### src/rtl/pktunit_egress_arbiter.sv
// Round-robin egress arbiter: merges NUM_SRC flags/data/eop packet streams into one,
// holding the grant from the flags token through the end-of-packet beat.
module pktunit_egress_arbiter #(
    parameter int DATA_BYTES = 8,
    parameter int NUM_SRC    = 3
) (
    input  logic                    clk,
    input  logic                    rst,
    input  logic [DATA_BYTES*8-1:0] src_data_d  [NUM_SRC],
    input  logic                    src_data_v  [NUM_SRC],
    output logic                    src_data_r  [NUM_SRC],
    input  logic [7:0]              src_flags_d [NUM_SRC],
    input  logic                    src_flags_v [NUM_SRC],
    output logic                    src_flags_r [NUM_SRC],
    input  logic [DATA_BYTES-1:0]   src_eop_d   [NUM_SRC],
    input  logic                    src_eop_v   [NUM_SRC],
    output logic                    src_eop_r   [NUM_SRC],
    output logic [DATA_BYTES*8-1:0] out_data_d,
    output logic                    out_data_v,
    input  logic                    out_data_r,
    output logic [7:0]              out_flags_d,
    output logic                    out_flags_v,
    input  logic                    out_flags_r,
    output logic [DATA_BYTES-1:0]   out_eop_d,
    output logic                    out_eop_v,
    input  logic                    out_eop_r,
    output logic [2:0]              grant_id,
    output logic                    busy,
    output logic [31:0]             pkt_cnt
);

    typedef enum logic [1:0] {ST_IDLE, ST_FLAGS, ST_BURST} state_t;

    state_t                  r_state;
    state_t                  w_state_nxt;
    logic [2:0]              r_grant;
    logic [2:0]              r_last_grant;
    logic [31:0]             r_pkt_cnt;
    logic [2:0]              w_pick;
    logic                    w_any_req;
    logic [DATA_BYTES*8-1:0] w_g_data_d;
    logic                    w_g_data_v;
    logic [7:0]              w_g_flags_d;
    logic                    w_g_flags_v;
    logic [DATA_BYTES-1:0]   w_g_eop_d;
    logic                    w_g_eop_v;
    logic                    w_beat_v;
    logic                    w_beat_xfer;
    logic                    w_last_beat;

    always_comb begin
        w_g_data_d  = '0;
        w_g_data_v  = 1'b0;
        w_g_flags_d = '0;
        w_g_flags_v = 1'b0;
        w_g_eop_d   = '0;
        w_g_eop_v   = 1'b0;
        for (int i = 0; i < NUM_SRC; i++) begin
            if (r_grant == 3'(i)) begin
                w_g_data_d  = src_data_d[i];
                w_g_data_v  = src_data_v[i];
                w_g_flags_d = src_flags_d[i];
                w_g_flags_v = src_flags_v[i];
                w_g_eop_d   = src_eop_d[i];
                w_g_eop_v   = src_eop_v[i];
            end
        end
    end

    // Scan offsets 1..NUM_SRC from last_grant; the second term handles wrap past NUM_SRC-1.
    always_comb begin
        w_any_req = 1'b0;
        w_pick    = '0;
        for (int k = 1; k <= NUM_SRC; k++) begin
            for (int j = 0; j < NUM_SRC; j++) begin
                if (!w_any_req && src_flags_v[j] &&
                    ((int'(r_last_grant) + k == j) || (int'(r_last_grant) + k == j + NUM_SRC))) begin
                    w_any_req = 1'b1;
                    w_pick    = 3'(j);
                end
            end
        end
    end

    assign w_beat_v    = w_g_data_v & w_g_eop_v;
    assign w_last_beat = |w_g_eop_d;

    always_comb begin
        w_state_nxt = r_state;
        out_flags_v = 1'b0;
        out_data_v  = 1'b0;
        out_eop_v   = 1'b0;
        w_beat_xfer = 1'b0;
        for (int i = 0; i < NUM_SRC; i++) begin
            src_flags_r[i] = 1'b0;
            src_data_r[i]  = 1'b0;
            src_eop_r[i]   = 1'b0;
        end
        if (!rst) begin
            case (r_state)
                ST_IDLE: begin
                    if (w_any_req) w_state_nxt = ST_FLAGS;
                end
                ST_FLAGS: begin
                    out_flags_v = w_g_flags_v;
                    for (int i = 0; i < NUM_SRC; i++)
                        if (r_grant == 3'(i)) src_flags_r[i] = out_flags_r;
                    if (w_g_flags_v && out_flags_r) w_state_nxt = ST_BURST;
                end
                ST_BURST: begin
                    out_data_v  = w_beat_v;
                    out_eop_v   = w_beat_v;
                    w_beat_xfer = w_beat_v & out_data_r & out_eop_r;
                    for (int i = 0; i < NUM_SRC; i++) begin
                        if (r_grant == 3'(i)) begin
                            src_data_r[i] = w_beat_xfer;
                            src_eop_r[i]  = w_beat_xfer;
                        end
                    end
                    if (w_beat_xfer && w_last_beat) w_state_nxt = ST_IDLE;
                end
                default: w_state_nxt = ST_IDLE;
            endcase
        end
    end

    always_ff @(posedge clk) begin
        if (rst) begin
            r_state      <= ST_IDLE;
            r_grant      <= '0;
            r_last_grant <= 3'(NUM_SRC - 1);
            r_pkt_cnt    <= '0;
        end else begin
            r_state <= w_state_nxt;
            if (r_state == ST_IDLE && w_any_req) r_grant <= w_pick;
            if (r_state == ST_BURST && w_beat_xfer && w_last_beat) begin
                r_last_grant <= r_grant;
                r_pkt_cnt    <= r_pkt_cnt + 32'd1;
            end
        end
    end

    assign out_data_d  = w_g_data_d;
    assign out_flags_d = w_g_flags_d;
    assign out_eop_d   = w_g_eop_d;
    assign grant_id    = r_grant;
    assign busy        = (r_state != ST_IDLE);
    assign pkt_cnt     = r_pkt_cnt;

endmodule

### config.mk
export PLATFORM = sky130hd
export DESIGN_NAME = pktunit_egress_arbiter
export DESIGN_NICKNAME = d
export VERILOG_FILES = /design/src/rtl/pktunit_egress_arbiter.sv
export SDC_FILE = /design/constraint.sdc
export NUM_CORES = 1
export LEC_CHECK = 0
export ABC_AREA = 1
export CAP_MARGIN = 20
export CORE_AREA = 2 2 147 149
export DETAILED_ROUTE_END_ITERATION = 10
export DIE_AREA = 0 0 149 151
export GPL_TIMING_DRIVEN = 0
export MAX_ROUTING_LAYER = met4
export PLACE_DENSITY = 0.68
export SYNTH_ARGS = -nofsm -noshare
export SYNTH_HDL_FRONTEND = slang
export SYNTH_SLANG_ARGS = --single-unit
### constraint.sdc
create_clock -name clk -period 5.5 [get_ports clk]
set_clock_uncertainty 0.1 [all_clocks]
set_input_delay 0.825 -clock clk [delete_from_list [all_inputs] [get_ports clk]]
set_output_delay 0.825 -clock clk [all_outputs]
set_load 0.01 [all_outputs]
==> metrics.txt <==
Rel. slew slack=41.9%; CTS resizes=0; filler instances=2253; first-pass GRT wire length=36.6 mm; CTS Buf Count=5; grt peak-use layer=met2; RSZ-0062 raised after global routing=false; gr usage total=22.3%; H-Tree Level Count=2; row count=53; Post-CTS Setup Inserts=0; Worst Path Required=4.58 ns; crit end category=output port; setup_tns=0 ns; die width=149 microns; Routed Antenna Nets=0; Hold Path Class=flop to flop; post-synthesis sequential area ratio=18.0%; Post-Place Cells=1476; core footprint=20800 sq um; status=complete, no violations; final worst setup slack=1.42 ns; clk sinks=38; pwr dens=179 nW/um^2; area of the multi-input gates=3040 sq um; IO Port Bufs=379; endpoints failing hold=0; Avg Inst Size Synth=5.14 sq um; drt via density=4.51; max cap viols=0; largest net degree at the start of global routing=12; Hold-fix buffers, CTS=0; CTS tree=done; commonest non-fill, non-tap cell in the layout=nand2_1; CP Launch Type=primary input; Final Cycle Share=74.2%; Post-Synthesis Cells=822; wire per inst=17.7 microns; Die ar.=22500 sq um; Tightest Pin Transition=0.871 ns; Worst-Skew Late Latency=0.28 ns; met3 usage=9.79%; vias in the first global route=6193; GR Layer Usage met1=26.2%; Final Slew Violations=0; DRT Pass-1 Iters=5; initial core utilization=20.3%; Area growth syn-to-layout=102%; via count=6696; final wirelength=26.4 mm; DP HPWL=22.5 mm; gpl congestion=0.951; initial antenna violation count=2; Ys Warns=0; register area=761 sq um; final setup vio count=0; # nets final=1466; met2 Usage GRT=35.8%; Cell variety after synth=25; Fmax=245 MHz; minimum clock period=4.08 ns; syn nets=1080; Setup Crit Path Kind=primary input to output port; clk root buf=clkbuf_16; Finished Layout Cells=1486; leak pwr=3.42 nW; synthesized cell area=4230 sq um; arrival time worst endpoint=3.16 ns; final core utilization=41.0%; # IOs=382; grt ovf=0; number of synthesized register bits=38; Residual DRC=0; Critical Path Fanout Max=10; Clock transition at path regs=0.06 ns; DP Worst Slack=1.42 ns; deepest clock path buffer count=2; Die Y=151 microns; VDD IR max=102 uV; layout cell share with drive strength beyond 1=2.90%; drt first-iter violations=292; most frequent cells in the layout=392 x nand2_1, 379 x clkdlybuf4s50_1, 129 x nand3_1
==> final cells by class <==
class,instances,share of cell area (%)
antenna,3,0.0879
buffer,44,3.03
clock buffer,6,1.63
clock inverter,1,0.351
inverter,44,1.93
multi-input combinational,696,35.6
sequential,38,8.90
tap,275,4.03
timing repair buffer,379,44.4
==> synth_stat cells <==
library cell / count / area (sq um)
a21oi_1: 35 / 175
buf_2: 3 / 15.0
buf_4: 8 / 60.1
buf_6: 8 / 90.1
clkbuf_1: 25 / 93.8
conb_1: 1 / 3.75
dfxtp_1: 38 / 761
ha_1: 4 / 50.1
inv_1: 41 / 154
inv_2: 3 / 11.3
nand2_1: 392 / 1470
nand2_2: 2 / 12.5
nand2_4: 1 / 11.3
nand3_1: 129 / 646
nand3b_1: 15 / 113
nand4_1: 4 / 25.0
nor2_1: 86 / 323
nor2_2: 1 / 6.26
nor2_4: 1 / 11.3
nor3_1: 4 / 20.0
nor3_4: 1 / 16.3
o21ai_0: 4 / 20.0
o221ai_1: 1 / 8.76
xnor2_1: 6 / 52.6
xor2_1: 9 / 78.8
==> worst max-delay path: stages <==
cell,delay [ns]
clkdlybuf4s50_1,0.48
nand2_1,0.06
nand3_1,0.10
nand2_2,0.13
nor3_4,0.43
buf_6,0.22
inv_1,0.08
nor2_1,0.16
buf_4,0.13
clkdlybuf4s50_1,0.52
==> kinds of logic after synthesis <==
group | Yosys count | synth area share (%)
xor+xnor | 15 | 3.11
compound gates | 40 | 4.82
fa+ha+maj | 4 | 1.18
simple gates | 636 | 62.8
other cells | 1 | 0.0887
buf+inv | 88 | 10.0
flops | 38 | 18.0
==> power breakdown <==
group / total (mW) / switching (mW) / internal [mW] / leakage (nW)
Combinational: 0.910 / 0.442 / 0.467 / 3.03
Sequential: 0.283 / 0.00376 / 0.279 / 0.307
Clock: 0.339 / 0.115 / 0.224 / 0.0830
Total: 1.53 / 0.561 / 0.970 / 3.42
==> flip-flops by register name, indices dropped and copies added, names as in the netlist <==
register	flops
pkt_cnt	32
grant_id	2
r_last_grant	2
r_state	2
==> path summary, 6_finish.rpt <==
path | from | to | slack (ns) | cells past startpoint
setup / recovery | src_eop_v[0] | src_eop_r[1] | 1.42 | 10
setup reg to reg | grant_id[1] | pkt_cnt[20] | 3.05 | 12
hold / removal | r_last_grant[0] | r_last_grant[0] | 0.38 | 2
hold reg to reg | r_last_grant[0] | r_last_grant[0] | 0.38 | 2
==> routing by layer <==
layer	routed length (microns)	up-vias	share of wire [%]
met5	0	-	0
met4	349	0	1.3
met3	3280	22	12
met2	12200	320	46
met1	10500	2985	40
li1	-	3369	-
==> per-stage QoR <==
| stage | power, mW | instance area, sq um | hold WS, ns |
|---|---|---|---|
| floorplan | 0.617 | 4230 | 0.358 |
| global placement | 1.20 | 8370 | 0.373 |
| detailed placement | 1.20 | 8370 | 0.381 |
| CTS | 1.54 | 8540 | 0.389 |
| global route | 1.62 | 8540 | 0.416 |
| finish | 1.53 | 8540 | 0.381 |
Power figures use the tool's default switching activity.
